$ cat config.mk
export PLATFORM = sky130hd
export DESIGN_NAME = blockram_port_arbiter
export DESIGN_NICKNAME = d
export VERILOG_FILES = /design/src/rtl/blockram_port_arbiter_pkg.sv /design/src/rtl/blockram_port_arbiter_rr_arbiter.sv /design/src/rtl/blockram_port_arbiter.sv
export SDC_FILE = /design/constraint.sdc
export NUM_CORES = 1
export LEC_CHECK = 0
export CAP_MARGIN = 30
export CELL_PAD_IN_SITES_DETAIL_PLACEMENT = 0
export CELL_PAD_IN_SITES_GLOBAL_PLACEMENT = 1
export CORE_AREA = 2 2 189 191
export DETAILED_ROUTE_END_ITERATION = 12
export DIE_AREA = 0 0 191 193
export PLACE_DENSITY_LB_ADDON = 0.1
export SYNTH_ARGS = -nofsm -noshare
export SYNTH_HDL_FRONTEND = slang
export SYNTH_SLANG_ARGS = --single-unit
$ cat constraint.sdc
create_clock -name clk_in -period 2 [get_ports clk_in]
set_clock_uncertainty 0.15 [all_clocks]
set_input_delay 0.4 -clock clk_in [delete_from_list [all_inputs] [get_ports clk_in]]
set_output_delay 0.4 -clock clk_in [all_outputs]
set_load 0.02 [all_outputs]
$ cat src/rtl/blockram_port_arbiter_pkg.sv
// -----------------------------------------------------------------------------
// blockram_port_arbiter_pkg
//   Shared defaults for the blockram port arbiter and its round-robin arbiter:
//   element width, set count, set pointer width, requester count and id width,
//   the request-kind encoding, and the round-robin pointer wrap helper.
//   Optional feature macro used by the top: BLOCKRAM_ARBITER_WRITE_FORWARD_EN
//   (forward same-cycle write data to a colliding read instead of stalling it).
// -----------------------------------------------------------------------------
package blockram_port_arbiter_pkg;

    localparam int DEF_ELEMENT_W      = 64;
    localparam int DEF_NUMBER_SETS    = 64;
    localparam int DEF_SET_PTR_W      = 6;
    localparam int DEF_NUM_REQUESTERS = 2;
    localparam int DEF_REQ_ID_W       = 1;

    // Meaning of a requester's is_write bit.
    typedef enum logic {
        PORT_READ  = 1'b0,
        PORT_WRITE = 1'b1
    } port_kind_e;

    // Round-robin successor of a granted index: id+1, wrapping n-1 to 0.
    function automatic int rr_next(input int id, input int n);
        return (id >= n - 1) ? 0 : id + 1;
    endfunction

endpackage

$ cat src/rtl/blockram_port_arbiter_rr_arbiter.sv
// -----------------------------------------------------------------------------
// rr_arbiter
//   Combinational round-robin arbiter. Grants the first requesting index at or
//   after the current pointer (modulo N) and reports the pointer value to load
//   when that grant is taken. The pointer register lives in the parent.
//   Ports:
//     req       in   N     request vector
//     ptr       in   ID_W  current round-robin pointer
//     grant     out  N     one-hot grant (all zero when nothing requests)
//     grant_id  out  ID_W  encoded index of the grant
//     grant_vld out  1     a grant was made
//     ptr_next  out  ID_W  granted index + 1, wrapping N-1 to 0
// -----------------------------------------------------------------------------
module rr_arbiter
    import blockram_port_arbiter_pkg::*;
#(
    parameter int N    = DEF_NUM_REQUESTERS,
    parameter int ID_W = DEF_REQ_ID_W
)(
    input  logic [N-1:0]    req,
    input  logic [ID_W-1:0] ptr,
    output logic [N-1:0]    grant,
    output logic [ID_W-1:0] grant_id,
    output logic            grant_vld,
    output logic [ID_W-1:0] ptr_next
);

    logic [ID_W-1:0] idx;

    always_comb begin
        grant     = '0;
        grant_id  = '0;
        grant_vld = 1'b0;
        ptr_next  = ptr;
        idx       = '0;
        for (int off = 0; off < N; off++) begin
            idx = ID_W'((int'(ptr) + off) % N);
            if (!grant_vld && req[idx]) begin
                grant_vld = 1'b1;
                grant_id  = idx;
                ptr_next  = ID_W'(rr_next(int'(idx), N));
            end
        end
        if (grant_vld) begin
            grant[grant_id] = 1'b1;
        end
    end

endmodule

$ cat src/rtl/blockram_port_arbiter.sv
// -----------------------------------------------------------------------------
// blockram_port_arbiter
//   Shares one dual-port blockram between NUM_REQUESTERS clients. The read and
//   write ports are arbitrated independently, round-robin. Grants drive the
//   blockram combinationally; the response (read data, or evicted data for a
//   write) comes back one cycle later tagged with the requester id.
//   A read to the address being written in the same cycle is held back one
//   cycle so it observes the new data, unless BLOCKRAM_ARBITER_WRITE_FORWARD_EN
//   is defined, in which case it is granted and the write data is forwarded.
//   Ports:
//     clk_in, reset_in                 clock, synchronous active-high reset
//     req_valid_in/is_write_in         per-requester request and kind
//     req_addr_in/req_data_in          flattened per-requester address/data
//     req_ack_out                      combinational grant, accepting cycle
//     read_resp_valid/id/data_out      read response, one cycle after grant
//     write_resp_valid/id_out          write response, one cycle after grant
//     evict_data_out                   previous contents of the written set
//     read_en/read_set_addr_out        blockram read port
//     read_element_in                  blockram read data
//     write_en/write_set_addr/write_element_out   blockram write port
//     evict_element_in                 blockram evicted data
// -----------------------------------------------------------------------------
module blockram_port_arbiter
    import blockram_port_arbiter_pkg::*;
#(
    parameter int SINGLE_ELEMENT_SIZE_IN_BITS = DEF_ELEMENT_W,
    parameter int NUMBER_SETS                 = DEF_NUMBER_SETS,
    parameter int SET_PTR_WIDTH_IN_BITS       = DEF_SET_PTR_W,
    parameter int NUM_REQUESTERS              = DEF_NUM_REQUESTERS,
    parameter int REQ_ID_WIDTH                = DEF_REQ_ID_W
)(
    input  logic                                              clk_in,
    input  logic                                              reset_in,
    input  logic [NUM_REQUESTERS-1:0]                         req_valid_in,
    input  logic [NUM_REQUESTERS-1:0]                         req_is_write_in,
    input  logic [NUM_REQUESTERS*SET_PTR_WIDTH_IN_BITS-1:0]   req_addr_in,
    input  logic [NUM_REQUESTERS*SINGLE_ELEMENT_SIZE_IN_BITS-1:0] req_data_in,
    output logic [NUM_REQUESTERS-1:0]                         req_ack_out,
    output logic                                              read_resp_valid_out,
    output logic [REQ_ID_WIDTH-1:0]                           read_resp_id_out,
    output logic [SINGLE_ELEMENT_SIZE_IN_BITS-1:0]            read_resp_data_out,
    output logic                                              write_resp_valid_out,
    output logic [REQ_ID_WIDTH-1:0]                           write_resp_id_out,
    output logic [SINGLE_ELEMENT_SIZE_IN_BITS-1:0]            evict_data_out,
    output logic                                              read_en_out,
    output logic [SET_PTR_WIDTH_IN_BITS-1:0]                  read_set_addr_out,
    input  logic [SINGLE_ELEMENT_SIZE_IN_BITS-1:0]            read_element_in,
    output logic                                              write_en_out,
    output logic [SET_PTR_WIDTH_IN_BITS-1:0]                  write_set_addr_out,
    output logic [SINGLE_ELEMENT_SIZE_IN_BITS-1:0]            write_element_out,
    input  logic [SINGLE_ELEMENT_SIZE_IN_BITS-1:0]            evict_element_in
);

    localparam int DW = SINGLE_ELEMENT_SIZE_IN_BITS;
    localparam int AW = SET_PTR_WIDTH_IN_BITS;
    localparam int N  = NUM_REQUESTERS;
    localparam int IW = REQ_ID_WIDTH;

    generate
        if ((1 << IW) < N) begin : g_bad_id_w
            $error("REQ_ID_WIDTH cannot encode NUM_REQUESTERS");
        end
        if ((1 << AW) < NUMBER_SETS) begin : g_bad_ptr_w
            $error("SET_PTR_WIDTH_IN_BITS cannot address NUMBER_SETS");
        end
    endgenerate

    logic [AW-1:0] addr_a [N];
    logic [DW-1:0] data_a [N];

    for (genvar g = 0; g < N; g++) begin : g_unpack
        assign addr_a[g] = req_addr_in[g*AW +: AW];
        assign data_a[g] = req_data_in[g*DW +: DW];
    end

    logic [N-1:0]  rd_cand, wr_cand, rd_arb_req;
    logic [N-1:0]  rd_grant, wr_grant;
    logic [IW-1:0] rd_id, wr_id;
    logic [IW-1:0] rd_ptr, wr_ptr, rd_ptr_next, wr_ptr_next;
    logic          rd_grant_vld, wr_grant_vld;
    logic [AW-1:0] rd_addr, wr_addr;
    logic [DW-1:0] wr_data;

    // Candidates are suppressed during reset so no ack or port enable escapes.
    always_comb begin
        rd_cand = '0;
        wr_cand = '0;
        for (int i = 0; i < N; i++) begin
            rd_cand[i] = req_valid_in[i] && !reset_in &&
                         (port_kind_e'(req_is_write_in[i]) == PORT_READ);
            wr_cand[i] = req_valid_in[i] && !reset_in &&
                         (port_kind_e'(req_is_write_in[i]) == PORT_WRITE);
        end
    end

    rr_arbiter #(.N(N), .ID_W(IW)) u_wr_arb (
        .req       (wr_cand),
        .ptr       (wr_ptr),
        .grant     (wr_grant),
        .grant_id  (wr_id),
        .grant_vld (wr_grant_vld),
        .ptr_next  (wr_ptr_next)
    );

    assign wr_addr = addr_a[wr_id];
    assign wr_data = data_a[wr_id];

`ifdef BLOCKRAM_ARBITER_WRITE_FORWARD_EN
    assign rd_arb_req = rd_cand;
`else
    // Reads aimed at the set being written this cycle sit out one round so
    // they see the new contents; other reads may still win the port.
    logic [N-1:0] rd_coll;

    always_comb begin
        rd_coll = '0;
        for (int i = 0; i < N; i++) begin
            rd_coll[i] = wr_grant_vld && (addr_a[i] == wr_addr);
        end
    end

    assign rd_arb_req = rd_cand & ~rd_coll;
`endif

    rr_arbiter #(.N(N), .ID_W(IW)) u_rd_arb (
        .req       (rd_arb_req),
        .ptr       (rd_ptr),
        .grant     (rd_grant),
        .grant_id  (rd_id),
        .grant_vld (rd_grant_vld),
        .ptr_next  (rd_ptr_next)
    );

    assign rd_addr = addr_a[rd_id];

    assign req_ack_out        = rd_grant | wr_grant;
    assign read_en_out        = rd_grant_vld;
    assign read_set_addr_out  = rd_grant_vld ? rd_addr : '0;
    assign write_en_out       = wr_grant_vld;
    assign write_set_addr_out = wr_grant_vld ? wr_addr : '0;
    assign write_element_out  = wr_grant_vld ? wr_data : '0;

    always_ff @(posedge clk_in) begin
        if (reset_in) begin
            rd_ptr <= '0;
            wr_ptr <= '0;
        end else begin
            if (rd_grant_vld) rd_ptr <= rd_ptr_next;
            if (wr_grant_vld) wr_ptr <= wr_ptr_next;
        end
    end

    // ---- stage p1: blockram data returns, responses tagged with owner ----
    logic          rd_vld_p1, wr_vld_p1;
    logic [IW-1:0] rd_id_p1, wr_id_p1;
    logic [DW-1:0] rd_data_p1;

    always_ff @(posedge clk_in) begin
        if (reset_in) begin
            rd_vld_p1 <= 1'b0;
            wr_vld_p1 <= 1'b0;
            rd_id_p1  <= '0;
            wr_id_p1  <= '0;
        end else begin
            rd_vld_p1 <= rd_grant_vld;
            wr_vld_p1 <= wr_grant_vld;
            rd_id_p1  <= rd_id;
            wr_id_p1  <= wr_id;
        end
    end

`ifdef BLOCKRAM_ARBITER_WRITE_FORWARD_EN
    // The blockram returns pre-write contents on a same-set read/write, so
    // the write data is captured and substituted for the read result.
    logic          fwd_vld_p1;
    logic [DW-1:0] fwd_data_p1;

    always_ff @(posedge clk_in) begin
        if (reset_in) begin
            fwd_vld_p1 <= 1'b0;
        end else begin
            fwd_vld_p1 <= rd_grant_vld && wr_grant_vld && (rd_addr == wr_addr);
        end
    end

    always_ff @(posedge clk_in) begin
        fwd_data_p1 <= wr_data;
    end

    assign rd_data_p1 = fwd_vld_p1 ? fwd_data_p1 : read_element_in;
`else
    assign rd_data_p1 = read_element_in;
`endif

    // Responses in flight are squashed as soon as reset is seen.
    assign read_resp_valid_out  = rd_vld_p1 && !reset_in;
    assign read_resp_id_out     = read_resp_valid_out ? rd_id_p1 : '0;
    assign read_resp_data_out   = read_resp_valid_out ? rd_data_p1 : '0;
    assign write_resp_valid_out = wr_vld_p1 && !reset_in;
    assign write_resp_id_out    = write_resp_valid_out ? wr_id_p1 : '0;
    assign evict_data_out       = write_resp_valid_out ? evict_element_in : '0;

endmodule

==> results of run 1 <==
power by group through the flow:
| stage | clock network [W] | logic [W] | registers (W) |
|---|---|---|---|
| floorplan | 0 | 0.000696 | 0.000132 |
| global placement | 0 | 0.00184 | 0.000133 |
| detailed placement | 0 | 0.00184 | 0.000133 |
| CTS | 0.000330 | 0.00201 | 0.000132 |
| global route | 0.000340 | 0.00230 | 0.000132 |
| finish | 0.000318 | 0.00219 | 0.000131 |
per-stage QoR:
step	utilization, %	hold WS [ps]	power, W	worst slack (ps)	cells
after floorplan	-	325	0.000828	-380	318
after global placement	25.0	383	0.00197	-1400	1294
after detailed placement	25.0	388	0.00198	-1460	1294
after CTS	27.1	382	0.00247	-810	1330
after global routing	29.3	416	0.00278	-819	1361
final	29.4	370	0.00264	-752	1362
sequential cells by signal, indices dropped and copies added, names as in the netlist:
| signal | cells |
|---|---|
| rd_id_p1 | 1 |
| rd_ptr | 1 |
| rd_vld_p1 | 1 |
| wr_id_p1 | 1 |
| wr_ptr | 1 |
| wr_vld_p1 | 1 |
routing by layer:
layer,track usage [%],wire [um]
met1,11.0,8450
met2,26.6,14700
met3,3.57,2380
met4,1.25,162
met5,0,25
cells by family after synthesis:
group                     Yosys count
AOI/OAI and AO/OA                  90
xor gates and xnor gates            4
and+or+nand+nor                   176
DFF                                 6
buffers and inverters              42
cells in the mapped netlist, types with 2 or more instances:
cell type	number
sky130_fd_sc_hd__a21oi_1	8
sky130_fd_sc_hd__a22o_1	64
sky130_fd_sc_hd__and2_1	131
sky130_fd_sc_hd__buf_1	3
sky130_fd_sc_hd__buf_2	14
sky130_fd_sc_hd__clkbuf_1	13
sky130_fd_sc_hd__dfxtp_1	6
sky130_fd_sc_hd__inv_1	9
sky130_fd_sc_hd__nand2_1	18
sky130_fd_sc_hd__nand2b_1	5
sky130_fd_sc_hd__nand3_1	8
sky130_fd_sc_hd__nand4_1	2
sky130_fd_sc_hd__nor2_1	3
sky130_fd_sc_hd__nor2b_1	2
sky130_fd_sc_hd__o21ai_0	3
sky130_fd_sc_hd__o32ai_1	6
sky130_fd_sc_hd__xnor2_1	4
critical path, stage by stage, from the launching register on:
cell and delay, ps:
sky130_fd_sc_hd__dfxtp_2 320, sky130_fd_sc_hd__and3b_2 250, sky130_fd_sc_hd__or3_4 160, sky130_fd_sc_hd__inv_4 50, sky130_fd_sc_hd__a211o_4 360, sky130_fd_sc_hd__o21a_4 240, sky130_fd_sc_hd__buf_6 130, sky130_fd_sc_hd__o32ai_4 300
sky130_fd_sc_hd__buf_6 180
cell type report:
cell class	count	area, um^2	area share [%]
antenna	3	7.51	0.0731
clock buffer	3	75.1	0.731
inverter	10	40.0	0.390
multi-input combinational	270	2950	28.7
sequential	6	121	1.18
tap	461	577	5.62
timing repair buffer	609	6500	63.3
what timing repair did:
item	4_1_cts	5_1_grt
pin swaps	18	65
setup buffers	25	30
gates resized for setup	672	485
gates cloned	9	12
setup endpoints to repair	215	211
how the worst min path moves through the flow:
| stage | to | slack [ps] | cells after the start |
|---|---|---|---|
| 6_report | wr_ptr$_SDFFE_PP0P_ | 370 | 2 |
| 5_1_grt | wr_ptr$_SDFFE_PP0P_ | 420 | 2 |
| 4_1_cts | wr_ptr$_SDFFE_PP0P_ | 380 | 2 |
| 3_5_place_dp | wr_ptr$_SDFFE_PP0P_ | 390 | 2 |
| 3_3_place_gp | wr_ptr$_SDFFE_PP0P_ | 380 | 2 |
| 2_1_floorplan | rd_ptr$_SDFFE_PP0P_ | 320 | 2 |
==> results.md, run 1 <==
| Stage | Metric | Reported |
|---|---|---|
| route | Average detailed-routed wire length per instance | 18.9 um |
| final layout | NumNets Final | 1,174 |
| clock network | Number of clock buffers inserted by TritonCTS | 3 |
| sta | Final worst setup slack | -752 ps |
| die | Chip Height | 193 um |
| logic synthesis | Largest area contributor in the synthesized netlist | sky130_fd_sc_hd__and2_1 |
| die | Die Width | 191 um |
| grt | Largest net degree at the start of global routing | 53 |
| sta | Number of setup violations in the final report | 180 |
| worst setup path | Endpoint of the most critical setup path | read_set_addr_out[1] |
| logic synthesis | Number of flops mapped to enable cells by yosys | 0 |
| logic synthesis | Number of library cell types mapped by synthesis | 36 |
| logic synthesis | Share of synthesized area occupied by flip-flops and latches | 5.59% |
| worst setup path | Register-to-register setup slack | 120 ps |
| clock network | Hold Buf Count CTS | 0 |
| logic synthesis | Area of the mapped netlist | 2150 um^2 |
| logic synthesis | Mapped Avg Cell Area | 6.76 um^2 |
| route | Detailed-route via count | 4,796 |
| final layout | Fillers | 3,700 |
| clock network | Clock-pin slew on the worst setup and hold paths | 30 ps |
| final layout | Highest-count cells in the layout ignoring fill and taps | sky130_fd_sc_hd__clkdlybuf4s50_1, sky130_fd_sc_hd__buf_6, sky130_fd_sc_hd__and2_4 |
| logic synthesis | Async set-or-reset flop fraction in the synthesized netlist | 0% |
| status | Failing checks | negative setup slack |
| hold path | HP Start | wr_ptr$_SDFFE_PP0P_ |
| hold path | Hold crit path type | reg2reg |
| clock network | Number of levels the H-tree was split into | 1 |
| logic synthesis | Yosys Warn Count | 0 |
| route | Drc violations | 0 |
| final layout | Synthesis-to-finish area growth | 378% |
| worst setup path | Worst path required time | 1450 ps |
| clock network | Sinks on the clock net | 6 |
| die | Die footprint | 36,900 um^2 |
| die | Floorplan row count | 69 |
| sta | Fin Setup TNS | -66,250 ps |
| grt | Via count of the first global-routing pass | 5,077 |
| power | Switching part of the total | 34.5% |
| worst setup path | Maximum fanout count along the critical path | 5 |
| power | Leakage power total | 4.70 nW |
| power | Combinational fraction of design power | 83.0% |
| logic synthesis | Synthesized instance count | 318 |
| logic synthesis | Synthesized net count | 592 |
| grt | Remaining global-route overflow | 0 |
| sta | Min Clock Period, post-route | 2750 ps |
| placed design | Detailed placer's ending HPWL | 20.6 mm |
| clock network | TritonCTS clock tree | done |
| worst setup path | Kind of start point of the critical path | flop |
| logic synthesis | Synthesized-area fraction occupied by xor and xnor cells | 1.63% |
| route | Detail Route Antenna Nets | 0 |
| logic synthesis | Synthesized-area fraction occupied by ao, oa, aoi and oai cells | 35.3% |
| flow run | Maxcap violations | 0 |
| grt | Global-route usage over all layers | 12.1% |
| logic synthesis | Top_reg_cell synth | sky130_fd_sc_hd__dfxtp_1 |
| die | Core Box Area | 35,000 um^2 |
| clock network | Source-to-sink clock delay at the later pin of the worst-skew pair | 220 ps |
| placed design | Cell Area, Placed | 8760 um^2 |
| placed design | Routability congestion estimate | 0.869 |
| power | Worst IR drop on VDD | 169 uV |
| grt | Number of antenna violations at the first check in global routing | 4 |
| worst setup path | Worst reg2reg startpoint | wr_ptr$_SDFFE_PP0P_ |
| clock network | Deepest clock path buffer count | 2 |
| logic synthesis | Count of state elements after synthesis | 6 |
| final layout | Final standard cell area without fillers | 10,300 um^2 |
| worst setup path | Worst setup startpoint | wr_ptr$_SDFFE_PP0P_ |
| route | Count of TritonRoute iterations in the first routing pass | 4 |
| sta | Fmax achieved | 363 MHz |
| worst setup path | Endpoint type of the worst setup path | output pin |
| worst setup path | Arr. time, crit path | 2200 ps |
| power | Internal power | 0.00173 W |
| die | Number of placed I/O pins | 486 |
| grt | Global-route wire length before repair | 33.0 mm |
| final layout | Most common cell after layout, fill and taps aside | sky130_fd_sc_hd__clkdlybuf4s50_1 |
| sta | Slew at the pin with the worst max-slew slack | 342 ps |
| power | Total power divided by cell area | 257 nW/um^2 |
| sta | Final Hold Vio Count | 0 |
| worst setup path | Worst Path Class, Setup | reg2out |
| worst setup path | FF-to-FF End | rd_id_p1$_SDFF_PP0_ |
| status | Result of the run | complete, but fails checks |
| worst setup path | Reg2reg path depth | 6 |
| route | Average via count per standard cell | 3.52 |
| sta | Normalized max-slew margin | 77.2% |
| power | NetSw | 0.000911 W |
| logic synthesis | Area share of fa/ha/maj cells after synthesis | 0% |
| logic synthesis | Multiplexer share of the synthesized area | 0% |
| logic synthesis | Combinational family with the most area after synthesis | simple AND/OR/NAND/NOR gates |
| sta | Pins over their slew limit | 0 |
| power | Clock power frac | 12.0% |
| logic synthesis | Simple-gate portion of the synthesized area | 48.8% |
| sta | Final critical-path share of the clock period | 138% |
| clock network | Root buf cell | sky130_fd_sc_hd__clkbuf_16 |
| placed design | Number of buffers inserted by port buffering | 485 |
| final layout | Fraction of layout instances using a drive strength above 1 | 59.2% |
| die | Initial core utilization | 6.14% |
| sta | Setup repair after global routing missed its margin | yes |
| logic synthesis | Cells taking the most area after synthesis | sky130_fd_sc_hd__and2_1, sky130_fd_sc_hd__a22o_1, sky130_fd_sc_hd__dfxtp_1, sky130_fd_sc_hd__buf_2, sky130_fd_sc_hd__nand2_1 |
| route | Wire length after detailed routing | 25.8 mm |
| route | Initial detailed-routing violation count | 67 |
| power | Flop pwr share | 5.0% |
| logic synthesis | Portion of synthesized cell area occupied by the leading cell type | 38.1% |
Power figures use the tool's default switching activity.
==> run 2: changes to the inputs <==
CAP_MARGIN = default   (was 30)
==> results of run 2 <==
The final DEF is identical to that of run 1; final timing and power are the same.
==> run 3: changes to the inputs <==
CTS_CLUSTER_SIZE = 12   (was default)
==> results of run 3 <==
The final DEF is identical to that of run 1; final timing and power are the same.
